[config.mk]
export PLATFORM = sky130hd
export DESIGN_NAME = instr_fetch_unit
export DESIGN_NICKNAME = d
export VERILOG_FILES = /design/src/rtl/instr_fetch_unit.sv
export SDC_FILE = /design/constraint.sdc
export NUM_CORES = 1
export LEC_CHECK = 0
export CORE_ASPECT_RATIO = 1.25
export CORE_MARGIN = 4
export CORE_UTILIZATION = 55
export CTS_CLUSTER_SIZE = 40
export DETAILED_ROUTE_END_ITERATION = 12
export PLACE_DENSITY = 0.91
export SYNTH_ARGS = -nofsm -noshare
export SYNTH_HDL_FRONTEND = slang
export SYNTH_SLANG_ARGS = --single-unit
[constraint.sdc]
create_clock -name clk -period 4 [get_ports clk]
set_clock_uncertainty 0.15 [all_clocks]
set_input_delay 0.4 -clock clk [delete_from_list [all_inputs] [get_ports clk]]
set_output_delay 0.4 -clock clk [all_outputs]
set_load 0.03 [all_outputs]
[src/rtl/instr_fetch_unit.sv]
// Fetch stage: owns the PC, reads instruction memory, hands words to the control
// unit over valid/ready, applies redirects and keeps a circular return-address stack.
module instr_fetch_unit #(
  parameter int                ADDR_W    = 16,
  parameter int                RAS_DEPTH = 8,
  parameter logic [ADDR_W-1:0] RESET_PC  = '0
) (
  input  logic              clk,
  input  logic              rst_n,
  output logic              o_imem_req,
  output logic [ADDR_W-1:0] o_imem_addr,
  input  logic [31:0]       i_imem_rdata,
  input  logic              i_imem_valid,
  output logic [31:0]       o_instr,
  output logic [5:0]        o_opcode,
  output logic [ADDR_W-1:0] o_pc_out,
  output logic              o_instr_valid,
  input  logic              i_instr_ready,
  input  logic              i_write_pc,
  input  logic [1:0]        i_branch,
  input  logic              i_push,
  input  logic              i_pop,
  input  logic              i_cond_flag,
  input  logic [ADDR_W-1:0] i_target_in,
  input  logic              i_halt,
  output logic              o_halted,
  output logic              o_ras_err
);

  localparam int SP_W  = $clog2(RAS_DEPTH);
  localparam int CNT_W = SP_W + 1;

  typedef enum logic [1:0] {
    S_IDLE = 2'd0,
    S_WAIT = 2'd1,
    S_HOLD = 2'd2,
    S_HALT = 2'd3
  } state_t;

  state_t              r_state;
  state_t              w_state_next;
  logic [ADDR_W-1:0]   r_pc;
  logic [ADDR_W-1:0]   r_pc_out;
  logic [31:0]         r_instr;
  logic [ADDR_W-1:0]   r_ras [RAS_DEPTH];
  logic [SP_W-1:0]     r_ras_sp;
  logic [CNT_W-1:0]    r_ras_cnt;
  logic                r_ras_err;

  logic                w_fetch_done;
  logic                w_accept;
  logic                w_redirect;
  logic                w_ras_push;
  logic                w_ras_pop;
  logic                w_ras_empty;
  logic                w_ras_full;
  logic [SP_W-1:0]     w_ras_top_idx;
  logic [ADDR_W-1:0]   w_seq_pc;
  logic [ADDR_W-1:0]   w_pc_next;

  always_ff @(posedge clk or negedge rst_n) begin
    if (!rst_n) begin
      r_state <= S_IDLE;
    end else begin
      r_state <= w_state_next;
    end
  end

  always_comb begin
    w_state_next  = r_state;
    o_imem_req    = 1'b0;
    o_instr_valid = 1'b0;
    o_halted      = 1'b0;
    w_fetch_done  = 1'b0;
    w_accept      = 1'b0;
    case (r_state)
      S_IDLE: w_state_next = S_WAIT;
      S_WAIT: begin
        o_imem_req = 1'b1;
        if (i_imem_valid) begin
          w_fetch_done = 1'b1;
          w_state_next = S_HOLD;
        end
      end
      S_HOLD: begin
        o_instr_valid = 1'b1;
        if (i_instr_ready) begin
          w_accept     = 1'b1;
          w_state_next = i_halt ? S_HALT : S_WAIT;
        end
      end
      S_HALT: o_halted = 1'b1;
      default: w_state_next = S_IDLE;
    endcase
  end

  // A halting accept falls through sequentially and leaves the stack alone.
  assign w_redirect    = i_write_pc & ~i_halt;
  assign w_ras_pop     = w_redirect & (i_branch == 2'b01) & i_pop;
  assign w_ras_push    = w_redirect & (i_branch == 2'b01) & i_push & ~i_pop;
  assign w_ras_empty   = (r_ras_cnt == '0);
  assign w_ras_full    = (r_ras_cnt == CNT_W'(RAS_DEPTH));
  assign w_ras_top_idx = r_ras_sp - SP_W'(1);
  assign w_seq_pc      = r_pc_out + ADDR_W'(1);

  always_comb begin
    w_pc_next = w_seq_pc;
    if (w_redirect) begin
      case (i_branch)
        2'b01: begin
          if (i_pop) begin
            w_pc_next = w_ras_empty ? RESET_PC : r_ras[w_ras_top_idx];
          end else begin
            w_pc_next = i_target_in;
          end
        end
        2'b10:   w_pc_next = i_cond_flag ? (w_seq_pc + i_target_in) : w_seq_pc;
        2'b11:   w_pc_next = i_target_in;
        default: w_pc_next = w_seq_pc;
      endcase
    end
  end

  always_ff @(posedge clk or negedge rst_n) begin
    if (!rst_n) begin
      r_pc      <= RESET_PC;
      r_pc_out  <= RESET_PC;
      r_instr   <= '0;
      r_ras_sp  <= '0;
      r_ras_cnt <= '0;
      r_ras_err <= 1'b0;
    end else begin
      if (w_fetch_done) begin
        r_instr  <= i_imem_rdata;
        r_pc_out <= r_pc;
      end
      if (w_accept) begin
        r_pc <= w_pc_next;
        // When full the write slot at the stack pointer is the oldest entry.
        if (w_ras_push) begin
          r_ras_sp <= r_ras_sp + SP_W'(1);
          if (w_ras_full) begin
            r_ras_err <= 1'b1;
          end else begin
            r_ras_cnt <= r_ras_cnt + CNT_W'(1);
          end
        end else if (w_ras_pop) begin
          if (w_ras_empty) begin
            r_ras_err <= 1'b1;
          end else begin
            r_ras_sp  <= w_ras_top_idx;
            r_ras_cnt <= r_ras_cnt - CNT_W'(1);
          end
        end
      end
    end
  end

  always_ff @(posedge clk) begin
    if (w_accept && w_ras_push) begin
      r_ras[r_ras_sp] <= w_seq_pc;
    end
  end

  assign o_imem_addr = r_pc;
  assign o_instr     = r_instr;
  assign o_opcode    = r_instr[31:26];
  assign o_pc_out    = r_pc_out;
  assign o_ras_err   = r_ras_err;

endmodule
==> parameters.txt <==
Parameter                              Value

STA
  Total Neg Setup Slack ... 0 ns
  Fin crit share ... 92.64%
  Transition time at the pin with the least slew margin ... 1.066 ns
  Max-Slew Margin vs Limit ... 28.89%
  Setup violations, final ... 0
  Number of max-slew violations in the final report ... 0
  Unrepaired setup endpoints after global routing ... no
  Final critical-path required period ... 3.706 ns
  Fmax ... 269.9 MHz
  Final-report hold violation count ... 0

Worst hold path
  Hold path endpoint ... o_ras_err
  Hold Crit Class ... reg -> reg
  Critical hold path startpoint ... o_ras_err
  Hold Path Cell Cnt ... 1

Clock tree
  Clock tree from TritonCTS ... done
  Clock Tree Root ... sky130_fd_sc_hd__clkbuf_16
  Clock transition at the registers of the reported paths ... 0.07 ns
  CTS HTree Levels ... 1
  Number of buffers inserted to repair setup after CTS ... 0
  TritonCTS buffer count ... 19
  Max Root-Sink Buffers ... 3
  Count of clock tree sinks ... 202
  Clock latency at the later pin of the worst-skew pair ... 0.49 ns

Synthesis
  Share of async-settable or async-resettable flops after synthesis ... 36.63%
  Post-synthesis sequential area ratio ... 59.72%
  Count of distinct cell types in the synthesized netlist ... 59
  Synthesis Warnings ... 0
  Cell area after technology mapping ... 9537 um2
  Number of storage elements in the synthesis netlist ... 202
  Synthesized netlist net count ... 744
  Count of flip-flops with a built-in enable after synthesis ... 128
  Synthesized area divided by synthesized cell count ... 14.56 um2
  Primary FF master, synth ... sky130_fd_sc_hd__edfxtp_1
  Cells after synthesis ... 655

Critical path
  Critical setup path kind ... reg -> reg
  Data required, critical path ... 4.26 ns
  Flop2flop setup slack ... 0.29 ns
  Launch instance of the worst register-to-register path ... o_pc_out[2]
  Critical Path End Type ... flip-flop
  Worst reg-to-reg path cell count ... 11
  WP data arrival ... 3.96 ns
  Endpoint of the most critical register-to-register path ... o_imem_addr[14]
  Launching element type of the critical path ... flip-flop
  Worst-path maximum fanout ... 11

Power and ir drop
  Pwr Density ... 717.6 nW/um2
  Largest vdd supply drop ... 0.0006634 V
  Leakage power ... 4.476 nW

Finish
  Diode insertion count for antenna repair ... 0
  Leading cell type in the layout, fill and taps excluded ... sky130_fd_sc_hd__clkdlybuf4s50_1
  Highest-count cells in the layout ignoring fill and taps ... sky130_fd_sc_hd__clkdlybuf4s50_1, sky130_fd_sc_hd__edfxtp_1, sky130_fd_sc_hd__dfrtp_1, sky130_fd_sc_hd__mux2_2, sky130_fd_sc_hd__nor2_1
  Filler instances ... 1030
  Non-filler instance count after layout ... 1032
  Layout cell share with drive strength beyond 1 ... 18.84%
  Final standard cell utilization of the core ... 69.90%
  Layout net count ... 888
  P&R area growth vs syn ... 23.94%

Global route
  Number of antenna violations at the first check in global routing ... 0
  First-pass GRT wire length ... 36970 um
  Number of global-route vias before repair ... 6680
  GR Overflow Total ... 0
  Pin count of the biggest net entering global routing ... 75
  Total routing usage reported by global routing ... 24.25%

Outcome
  Outcome ... finished, final reports clean

Placement
  Cell total after placement ... 997
  HPWL reported at the end of detailed placement ... 16070 um
  Placer's final routability congestion estimate ... 0.9366
  Port buffer count ... 132

Route
  Routed WL per cell ... 22.76 um
  Initial DRT Pass Iterations ... 5
  Routed wire length ... 23490 um
  Via count of the routed design ... 6236
  Initial drt markers ... 463
  Number of vias per cell ... 6.043
  Post-route DRC ... 0
  Antenna-violating nets left ... 0

Floorplanning
  Die span in x ... 125.8 um
  Die Area ... 19520 um2
  Number of top-level pins ... 133
  Effective utilization at floorplan ... 56.40%
  Die boundary height ... 155.2 um
  Site Rows ... 53
  Floorplan Core Area ... 16910 um2

Job
  Max Cap Viol ... 0
==> critical path: stages, from the launching register on <==
cell and delay (ns):
sky130_fd_sc_hd__dfrtp_1 0.44, sky130_fd_sc_hd__and4_1 0.37, sky130_fd_sc_hd__nand3_1 0.13, sky130_fd_sc_hd__xnor2_1 0.69, sky130_fd_sc_hd__ha_1 0.39, sky130_fd_sc_hd__a21o_1 0.19, sky130_fd_sc_hd__a31o_1 0.20, sky130_fd_sc_hd__a221o_1 0.33
sky130_fd_sc_hd__a221oi_2 0.30, sky130_fd_sc_hd__xnor2_1 0.15, sky130_fd_sc_hd__o211ai_1 0.10, sky130_fd_sc_hd__a31oi_1 0.16
==> how the worst max path moves through the flow <==
stage,startpoint,endpoint,slack [ns],depth (start not counted)
6_report,o_pc_out[2],o_imem_addr[14],0.29,11
5_1_grt,o_pc_out[2],o_imem_addr[14],0.09,11
4_1_cts,o_pc_out[2],o_imem_addr[14],0.34,11
3_5_place_dp,o_pc_out[2],o_imem_addr[14],0.36,11
3_3_place_gp,o_pc_out[2],o_imem_addr[14],0.52,11
2_1_floorplan,o_pc_out[0],o_imem_addr[13],0.55,11
==> stage by stage <==
| stage | hold WS (ns) | setup WS (ns) | instance area, um2 | total power [W] |
|---|---|---|---|---|
| final | 0.3311 | 0.2943 | 11820 | 0.008482 |
| after global routing | 0.3451 | 0.08699 | 11820 | 0.008864 |
| after CTS | 0.3352 | 0.3376 | 11820 | 0.008491 |
| after detailed placement | 0.3196 | 0.3616 | 11120 | 0.006473 |
| after global placement | 0.3051 | 0.5220 | 11120 | 0.006372 |
| after floorplan | -0.04559 | 0.5481 | 9537 | 0.005239 |
==> power by group <==
part	switching, W	leakage (nW)	internal (W)
clock network	0.000776	0.332	0.00121
logic	0.00199	2.12	0.00149
registers	0.000299	2.03	0.00272
total	0.00306	4.48	0.00542
==> routing by layer <==
layer	track usage, %	share of wire, %	vias to the layer above
li1	-	-	2779
met1	29.24	36	3067
met2	43.98	52	333
met3	4.670	8.7	57
met4	7.869	3.3	0
met5	0	0	-
==> cell usage after synthesis (9+ instances only) <==
cell type / instances / area [um2]
sky130_fd_sc_hd__xor2_1: 16 / 140.1
sky130_fd_sc_hd__edfxtp_1: 128 / 3844
sky130_fd_sc_hd__ha_1: 28 / 350.3
sky130_fd_sc_hd__nand2b_1: 9 / 56.30
sky130_fd_sc_hd__nor2_1: 41 / 153.9
sky130_fd_sc_hd__mux4_2: 32 / 720.7
sky130_fd_sc_hd__nand2_1: 37 / 138.9
sky130_fd_sc_hd__dfrtp_1: 74 / 1852
sky130_fd_sc_hd__mux2i_1: 19 / 190.2
sky130_fd_sc_hd__clkbuf_1: 11 / 41.29
sky130_fd_sc_hd__a21oi_1: 20 / 100.1
sky130_fd_sc_hd__inv_1: 19 / 71.32
sky130_fd_sc_hd__o21ai_0: 18 / 90.09
sky130_fd_sc_hd__a21o_1: 11 / 82.58
sky130_fd_sc_hd__xnor2_1: 17 / 148.9
sky130_fd_sc_hd__mux2_2: 50 / 563.0
==> cell type report <==
type                       instances  area, um2  area share, %
timing repair buffer             154       1486          12.58
clock inverter                    13      207.7          1.757
tap                              220      275.3          2.329
multi-input combinational        403       3600          30.45
clock buffer                      21      483.0          4.086
inverter                          19      71.32         0.6034
sequential                       202       5697          48.20
==> registers in the layout, indices dropped and copies added, names as in the netlist <==
name	count
r_ras	128
o_instr	32
o_imem_addr	16
o_pc_out	16
r_ras_cnt	4
r_ras_sp	3
r_state	2
o_ras_err	1
==> timing repair <==
item,in CTS,in global routing
resized for setup,0,0
hold endpoints to repair,74,0
hold buffers,1,0
==> logic make-up (layout without fill, tap and decap cells) <==
kind of cell,count (synthesis),count (layout),synth area share (%)
flip-flops,202,202,59.72
XOR/XNOR,34,34,3.319
AO/OA/AOI/OAI,117,117,8.804
multiplexers,101,101,15.46
buffers and inverters,50,207,2.663
adder cells (fa/ha/maj),30,30,4.093
AND/OR/NAND/NOR,121,121,5.943
(Power assumes the default switching activity.)
